===== src/rtl/io_input_sampler_if.sv =====
// io_input_sampler_if
// Bundles the raw board inputs and the debounced outputs of io_input_sampler.
//   sw_raw            : 18 slide switches, asynchronous, active-high
//   key_raw           : 4 push-buttons, asynchronous, active-low
//   IO_input          : debounced levels, [17:0] switches, [21:18] keys, active-high
//   key_press_pulse   : one-cycle pulse per key on debounced press
//   key_release_pulse : one-cycle pulse per key on debounced release
//   sw_change         : one-cycle pulse when any debounced switch changes
// The master modport is the board side that drives the raw lines. The slave
// modport is the sampler that consumes them and produces the outputs.
interface io_input_sampler_if;
    logic [17:0] sw_raw;
    logic [3:0]  key_raw;
    logic [21:0] IO_input;
    logic [3:0]  key_press_pulse;
    logic [3:0]  key_release_pulse;
    logic        sw_change;

    modport master (
        output sw_raw,
        output key_raw,
        input  IO_input,
        input  key_press_pulse,
        input  key_release_pulse,
        input  sw_change
    );

    modport slave (
        input  sw_raw,
        input  key_raw,
        output IO_input,
        output key_press_pulse,
        output key_release_pulse,
        output sw_change
    );
endinterface


===== src/rtl/io_input_sampler.sv =====
// io_input_sampler
// Synchronizes and debounces 18 switches and 4 push-buttons. It also
// produces registered edge pulses for the keys and a change pulse for the
// switches.
//   physical_clock : single clock; all state updates on the rising edge
//   reset          : synchronous, active-high
//   io (slave)     : sw_raw/key_raw in; IO_input, key_press_pulse,
//                    key_release_pulse and sw_change out (all registered)
// A level that is held stable appears on IO_input DEBOUNCE_CYCLES+2 edges
// after the first edge that samples it.
module io_input_sampler #(
    parameter int unsigned DEBOUNCE_CYCLES = 500000
) (
    input  logic              physical_clock,
    input  logic              reset,
    io_input_sampler_if.slave io
);
    localparam int unsigned NL = 22;
    localparam int unsigned CW = $clog2(DEBOUNCE_CYCLES);
    localparam logic [CW-1:0] CNT_MAX = CW'(DEBOUNCE_CYCLES - 1);

    logic [NL-1:0]         raw_hi;
    logic [NL-1:0]         sync1;
    logic [NL-1:0]         sync2;
    logic [NL-1:0]         deb;
    logic [NL-1:0]         deb_next;
    logic [NL-1:0][CW-1:0] cnt;
    logic [NL-1:0][CW-1:0] cnt_next;
    logic [3:0]            press_q;
    logic [3:0]            release_q;
    logic                  sw_change_q;

    // Keys are inverted here, so every internal level is active-high.
    // The reset value 0 therefore means "not pressed" for the keys as well.
    assign raw_hi = {~io.key_raw, io.sw_raw};

    // Per-line stability counter. A mismatch between the synchronized level
    // and the debounced level must persist DEBOUNCE_CYCLES consecutive edges
    // before it is accepted. Any agreement clears the count, so the count
    // never wraps.
    always_comb begin
        deb_next = deb;
        cnt_next = '0;
        for (int unsigned i = 0; i < NL; i++) begin
            if (sync2[i] != deb[i]) begin
                if (cnt[i] == CNT_MAX) begin
                    deb_next[i] = sync2[i];
                end else begin
                    cnt_next[i] = cnt[i] + CW'(1);
                end
            end
        end
    end

    // The pulses are computed from deb_next against deb. They are therefore
    // registered on the same edge that toggles IO_input, and they are high
    // during the cycle that follows that edge.
    always_ff @(posedge physical_clock) begin
        if (reset) begin
            sync1       <= '0;
            sync2       <= '0;
            deb         <= '0;
            cnt         <= '0;
            press_q     <= '0;
            release_q   <= '0;
            sw_change_q <= 1'b0;
        end else begin
            sync1       <= raw_hi;
            sync2       <= sync1;
            deb         <= deb_next;
            cnt         <= cnt_next;
            press_q     <= deb_next[21:18] & ~deb[21:18];
            release_q   <= ~deb_next[21:18] & deb[21:18];
            sw_change_q <= |(deb_next[17:0] ^ deb[17:0]);
        end
    end

    assign io.IO_input          = deb;
    assign io.key_press_pulse   = press_q;
    assign io.key_release_pulse = release_q;
    assign io.sw_change         = sw_change_q;
endmodule


===== src/flat_wrapper.sv =====
// flat-port wrapper written by rule: the top's interface ports become plain ports
module io_input_sampler_flat 
#(
    parameter int unsigned DEBOUNCE_CYCLES = 500000
)
  (physical_clock, reset, io_sw_raw, io_key_raw, io_IO_input, io_key_press_pulse, io_key_release_pulse, io_sw_change);
  io_input_sampler_if io_i ();
  input  logic physical_clock;
  input  logic reset;
  input wire logic [$bits(io_i.sw_raw)-1:0] io_sw_raw;
  input wire logic [$bits(io_i.key_raw)-1:0] io_key_raw;
  output wire logic [$bits(io_i.IO_input)-1:0] io_IO_input;
  output wire logic [$bits(io_i.key_press_pulse)-1:0] io_key_press_pulse;
  output wire logic [$bits(io_i.key_release_pulse)-1:0] io_key_release_pulse;
  output wire logic [$bits(io_i.sw_change)-1:0] io_sw_change;
  assign io_i.sw_raw = io_sw_raw;
  assign io_i.key_raw = io_key_raw;
  assign io_IO_input = io_i.IO_input;
  assign io_key_press_pulse = io_i.key_press_pulse;
  assign io_key_release_pulse = io_i.key_release_pulse;
  assign io_sw_change = io_i.sw_change;
  io_input_sampler #(.DEBOUNCE_CYCLES(DEBOUNCE_CYCLES)) u_core (.physical_clock(physical_clock), .reset(reset), .io(io_i));
endmodule

===== config.mk =====
export PLATFORM = sky130hd
export DESIGN_NAME = io_input_sampler_flat
export DESIGN_NICKNAME = d
export VERILOG_FILES = /design/src/rtl/io_input_sampler_if.sv /design/src/rtl/io_input_sampler.sv /design/src/flat_wrapper.sv
export SDC_FILE = /design/constraint.sdc
export NUM_CORES = 1
export LEC_CHECK = 0
export ABC_AREA = 1
export CORE_ASPECT_RATIO = 0.7
export CORE_MARGIN = 10
export CORE_UTILIZATION = 40
export DETAILED_ROUTE_END_ITERATION = 6
export SLEW_MARGIN = 25
export SYNTH_ARGS = -nofsm -noshare
export SYNTH_HDL_FRONTEND = slang
export SYNTH_SLANG_ARGS = --single-unit

===== constraint.sdc =====
create_clock -name physical_clock -period 4.1 [get_ports physical_clock]
set_input_delay 0.41 -clock physical_clock [delete_from_list [all_inputs] [get_ports physical_clock]]
set_output_delay 0.41 -clock physical_clock [all_outputs]
set_load 0.02 [all_outputs]

### After elaboration in Yosys (flattened, before gate mapping)

Cells that the tools add are included.

| word-level totals | value |
|---|---|
| bits of input ports | 24 |
| output and inout port bits | 31 |
| register bits after elaboration | 493 |
| word-level logic and storage cells | 189 |

| operators by class | value |
|---|---|
| eq/ne operators | 44 |
| add/sub/neg operators | 22 |
| bitwise gates (word level) | 28 |
| muxes and demuxes | 44 |
| reduce and logical (&&, ||, !) cells | 23 |

Operators by type and width:

| kind | count |
|---|---|
| $add 19x1->19 const B | 22 |
| $eq 19x19->1 const B | 22 |
| $reduce_or 3->1 | 22 |
| $mux 1 | 44 |
| $ne 1x1->1 | 22 |
| $not 1->1 | 22 |
| $reduce_or 18->1 | 1 |
| $xor 18x18->18 | 1 |
| $not 4->4 | 3 |
| $and 4x4->4 | 2 |

### Depth between registers and ports, before layout

| logic depth | value |
|---|---|
| depth after elaboration | 5 |
| mapped depth | 12 |
| depth with buffers taken out | 12 |

### Worst setup path after synthesis

No wires, ideal clock.

| timing path | value |
|---|---|
| kind | register to register |
| start point | register u_core.cnt[323] (netlist bit) |
| end point | register u_core.cnt[339] (netlist bit) |
| path slack | 2,549 ps |
| stages on the path, launching flop included | 13 |
| buffers on the path | 0 |
| clock period less this slack | 1,551 ps |
| arrival time | 1,435 ps |
| cell sequence | dfxtp_1 -> ha_1 -> nand2_1 -> inv_1 -> nand2_1 -> nor2_2 -> nand2_1 -> nor2_1 -> inv_1 -> nor3_2 -> a21oi_1 -> o21ai_0 -> inv_1 |

| on the way | value |
|---|---|
| longest elaborated chain between the ends | 2 |
| elaborated cells on any way between the ends | 3 |

Ends and longest elaborated chain:

| item | RTL line | source |
|---|---|---|
| start: declaration | io_input_sampler.sv:27 | `logic [NL-1:0][CW-1:0] cnt;` |
| start signal: assignment | io_input_sampler.sv:71 | `cnt <= cnt_next;` |
| branches (longest 2 deep; another with $add 19x1->19) | -- |  |

Parallel ways; which one is timed is not known.
A chain may end at the register's enable or synchronous reset.

### Worst setup path in the final report

| timing path | value |
|---|---|
| start point | input reset |
| end point | register u_core.cnt[280] (netlist bit) |

| on the way | value |
|---|---|
| longest elaborated chain between the ends | 1 |

Ends and longest elaborated chain:

| item | RTL line | source |
|---|---|---|
| start: declaration | flat_wrapper.sv:9 | `input logic reset;` |
| $reduce_or 3->1 (no source line) | -- |  |

No other way between the ends.

==> results by stage <==
Pwr:
- The peak ir drop on the vdd network is roughly 0.29 mV.
- The ratio of total power to cell area is 380.4 mW/mm².
- For this design the static power due to leakage is 9.290 nW.

STA:
- The normalized max-slew margin is a little over half.
- Of the available clock period, the critical path in the final layout requires 53.84%.
- At the pin with the least slew margin, the transition time is between 0.7 and 0.8 ns.
- Setup violations remaining at the end of the flow were counted as 0.
- Subtracting the final worst setup slack from the clock period gives 2.207 ns.
- The total count of hold-check failures in the final report was 0.
- The largest clock skew in the final design is between 0.015 and 0.02 ns.
- The number of max-slew violations in the final report is 0.
- Summed over all failing endpoints, the final setup total negative slack is 0 ns.
- The top achievable clock speed is 453.1 MHz.
- Setup repair after global routing left no endpoint under its margin.
- Setup slack on the critical path of the routed design comes to 1.893 ns.
- The worst hold-check slack is 0.2697 ns.

Clock tree:
- The clock slew seen by the registers of the worst setup and hold paths is 0.06 ns.
- The post-cts resize count is 0.
- Counting every sink on the clock net gives 493.
- The clock passes through at most 3 buffers.
- The H-tree depth reported by CTS is 2.
- The number of buffers inserted during clock tree synthesis is between 40 and 50.
- TritonCTS built the clock tree.
- The source-to-sink clock delay at the later pin of the worst-skew pair is 0.58 ns.
- The clock root buffer is sky130_fd_sc_hd__clkbuf_16.
- Once the clock tree was built, the setup fixing pass inserted 0 buffers.
- For this design, the CTS-stage hold fixing added 0 buffers.

Routing:
- The total routed wirelength is approximately 45 mm.
- In the detailed route, the total length drawn on met3 is 1.973 mm.
- The met2 layer wire length in the routed design is 19.02 mm.
- The first detailed-routing pass took 5 iterations.
- The mean number of vias per cell is 4.703.
- For this run, design rule violations remaining after detail routing come to 0.
- The detailed-routing wirelength on met1 is 23.16 mm.
- In this run, the number of DRC markers left after iteration 0 of detailed routing was ~1000.
- After detailed routing, the average wire length per cell comes to 11.63 µm.
- The vias after detailed routing is 18170.
- The highest routing layer actually used is met4.
- The count of nets left with antenna violations once routing finished came out at 0.

Setup path:
- The critical path in this run is classified as primary input to register.
- The reg-to-reg critical path startpoint is u_core.cnt[266]$_SDFF_PP0_.
- Data on the critical path arrives at its endpoint at 2.66 ns.
- The required time at the endpoint of the critical path is around 4.6 ns.
- The startpoint kind of the worst setup timing path is a primary input.
- The worst setup slack for register-to-register paths is 1.92 ns.
- In this run the worst setup path begins at reset.
- The highest cell delay on the worst timing path is between 0.5 and 0.6 ns.
- For this design, the slowest cell found on the critical path is sky130_fd_sc_hd__clkinv_1.
- Walking the worst path, the cells encountered are buf_4, clkinv_1, buf_4, nand3_1, inv_1, o21ai_0, a21oi_1.
- The depth of the worst register-to-register path is 10.
- The most used cell along the critical path is sky130_fd_sc_hd__buf_4.
- The biggest fanout along the worst timing path is 40.
- The kind of end point of the critical path is a register.
- The critical register-to-register path endpoint is u_core.cnt[280]$_SDFF_PP0_.

Layout:
- The post-route netlist has 8.547% of its cells at a drive strength greater than 1.
- The multi-input gate area in the final layout is approximately 0.011 mm².
- The final layout net count is 3130.
- The number of diodes added for antenna fixing is 0.
- Leaving out fill and tap cells, the most frequent cell in the layout is sky130_fd_sc_hd__nor2_1.
- Counting the fill cells in the layout gives 5439.
- The area added between synthesis and finish is 13.34%.
- The library cells used most frequently in the layout, excluding fill and tap cells, are sky130_fd_sc_hd__nor2_1, sky130_fd_sc_hd__nand2_1, sky130_fd_sc_hd__dfxtp_1, sky130_fd_sc_hd__inv_1, sky130_fd_sc_hd__nand3_1.
- The sequential cells in the finished layout cover a total of 0.009869 mm².
- Once layout is complete, the utilization of the core stands at 45.84%.

GRT:
- The via count of the first global-routing pass is 17030.
- The maximum number of pins on one net before global-route repair is 41.
- The first-pass GRT wire length is 78.03 mm.
- The initial antenna violation count is 0.
- For this run, the total global-route usage over all layers was measured as 13.59%.
- Summed over all layers, the global routing overflow is 0.

Status:
- The run finished with clean final reports.

Synth:
- In the synthesized netlist the dominant register cell turns out to be sky130_fd_sc_hd__dfxtp_1.
- The fraction of the yosys area taken by sequential cells is 44.19%.
- The number of distinct library cells after synthesis is 49.
- In this run, synthesis inferred 0 flip-flops with an integrated enable.
- The mean area per synthesized cell is approximately 7.4 µm².
- The cell count after synthesis is 3011.
- The post-synthesis net count is ~3000.
- Counting flops and latches in the post-synthesis netlist gives 493.
- After synthesis the cells add up to 0.02234 mm².
- The number of warnings issued by yosys is 0.
- After synthesis, the share of flip-flops with an asynchronous set or reset is 0%.

Flow run:
- Across the run, the number of max-cap violations was 0.

Die:
- The die area is 0.06584 mm².
- The initial utilization of the core area, before any placement, comes to 40.45%.
- The core footprint is 0.05522 mm².
- The height of the die is 217.7 µm.
- 55 I/O pins were placed.
- After floorplanning, the core was divided into 72 placement rows.
- The horizontal die dimension is 302.4 µm.

Placed design:
- The HPWL after detailed placement is 32.70 mm.
- Timing analysis after detailed placement gives a worst setup slack of approximately 1.2 ns.
- At the end of routability-driven placement, the weighted congestion stood at 0.8327.
- During placement, the flow inserted port buffers numbering 54.

Hold path:
- The worst min-delay path class is primary input to register.
- The worst hold path begins at reset.
- For hold timing, the worst endpoint is u_core.sync1[4]$_SDFF_PP0_.
- The number of cells on the worst hold path is 2.
-- flip-flops by register name, summed over array words and instances, names as in the netlist --
signal	count
u_core.io.key_press_pulse	4
u_core.io.key_release_pulse	4
u_core.io.IO_input	22
u_core.sync1	22
u_core.io.sw_change	1
u_core.sync2	22
u_core.cnt	418
-- metrics by stage --
step | area [µm²] | std cells | power (W)
2_1_floorplan | 22340 | 3011 | 0.005014
3_3_place_gp | 23640 | 3773 | 0.005063
3_5_place_dp | 23640 | 3773 | 0.005066
4_1_cts | 25320 | 3864 | 0.009782
5_1_grt | 25320 | 3864 | 0.01000
6_report | 25320 | 3864 | 0.009629
-- cell type report --
class                           count  area share (%)
Clock inverter                     22           1.013
Inverter                          442           6.553
Timing Repair Buffer               56           2.184
Sequential cell                   493           38.98
Clock buffer                       69           5.624
Multi-Input combinational cell   2042           41.98
Tap cell                          740           3.657
-- Yosys cell counts, types with 2 or more instances --
library cell	n	area, µm²
sky130_fd_sc_hd__ha_1	22	275.3
sky130_fd_sc_hd__nand3_2	21	210.2
sky130_fd_sc_hd__nor3b_1	30	225.2
sky130_fd_sc_hd__xor2_1	127	1112
sky130_fd_sc_hd__nand2_2	33	206.5
sky130_fd_sc_hd__nor3_4	4	65.06
sky130_fd_sc_hd__dfxtp_1	493	9869
sky130_fd_sc_hd__nand2_4	2	22.52
sky130_fd_sc_hd__clkbuf_1	4	15.01
sky130_fd_sc_hd__or2_2	19	118.9
sky130_fd_sc_hd__nor4_1	22	137.6
sky130_fd_sc_hd__nand2_1	502	1884
sky130_fd_sc_hd__inv_2	8	30.03
sky130_fd_sc_hd__o21a_1	11	82.58
sky130_fd_sc_hd__nand4_1	63	394.1
sky130_fd_sc_hd__and3_1	3	18.77
sky130_fd_sc_hd__a211oi_1	12	90.09
sky130_fd_sc_hd__nor4_2	3	37.54
sky130_fd_sc_hd__a21oi_1	150	750.7
sky130_fd_sc_hd__nor3_2	19	190.2
sky130_fd_sc_hd__xnor2_1	33	289.0
sky130_fd_sc_hd__inv_1	434	1629
sky130_fd_sc_hd__nor2_2	45	281.5
sky130_fd_sc_hd__or2_0	8	50.05
sky130_fd_sc_hd__nor2_4	22	247.7
sky130_fd_sc_hd__nor2_1	504	1892
sky130_fd_sc_hd__buf_2	17	85.08
sky130_fd_sc_hd__nor3_1	128	640.6
sky130_fd_sc_hd__nor3b_2	2	25.02
sky130_fd_sc_hd__buf_4	8	60.06
sky130_fd_sc_hd__nand3b_1	12	90.09
sky130_fd_sc_hd__nand3_1	167	835.8
sky130_fd_sc_hd__a31oi_1	4	25.02
sky130_fd_sc_hd__buf_1	5	18.77
sky130_fd_sc_hd__o21ai_0	57	285.3
sky130_fd_sc_hd__o21ai_1	4	20.02
-- critical path, delay by kind of cell --
family	cells	cell delay [ns]
buf+inv	4	1.57
simple gates	1	0.47
compound gates	2	0.19
-- worst max-delay path by stage --
stage	to	slack [ns]	cells after the start
2_1_floorplan	u_core.cnt[339]$_SDFF_PP0_	2.55	12
3_3_place_gp	u_core.cnt[94]$_SDFF_PP0_	1.28	7
3_5_place_dp	u_core.cnt[280]$_SDFF_PP0_	1.24	7
4_1_cts	u_core.cnt[280]$_SDFF_PP0_	1.85	7
5_1_grt	u_core.cnt[203]$_SDFF_PP0_	1.59	7
6_report	u_core.cnt[280]$_SDFF_PP0_	1.89	7
-- logic make-up (layout without fill, tap and decap cells) --
group,count (synthesis),count (layout),synth area share (%)
simple gates,1616,1616,34.25
flops,493,493,44.19
buf+inv,476,589,8.229
compound gates,244,244,5.826
xor+xnor,160,160,6.274
fa+ha+maj,22,22,1.232
-- per-layer routing --
metal  vias to the layer above  GRT usage, %
met3                        68         2.559
met4                         0         3.295
met5                         -             0
met1                      8143         18.97
li1                       9719             -
met2                       241         21.36
-- where the power goes --
part | internal (W) | switching [W]
sequential | 0.00482 | 0.0000154
combinational | 0.0000426 | 0.0000827
clock | 0.00275 | 0.00193
Power figures use the tool's default switching activity.
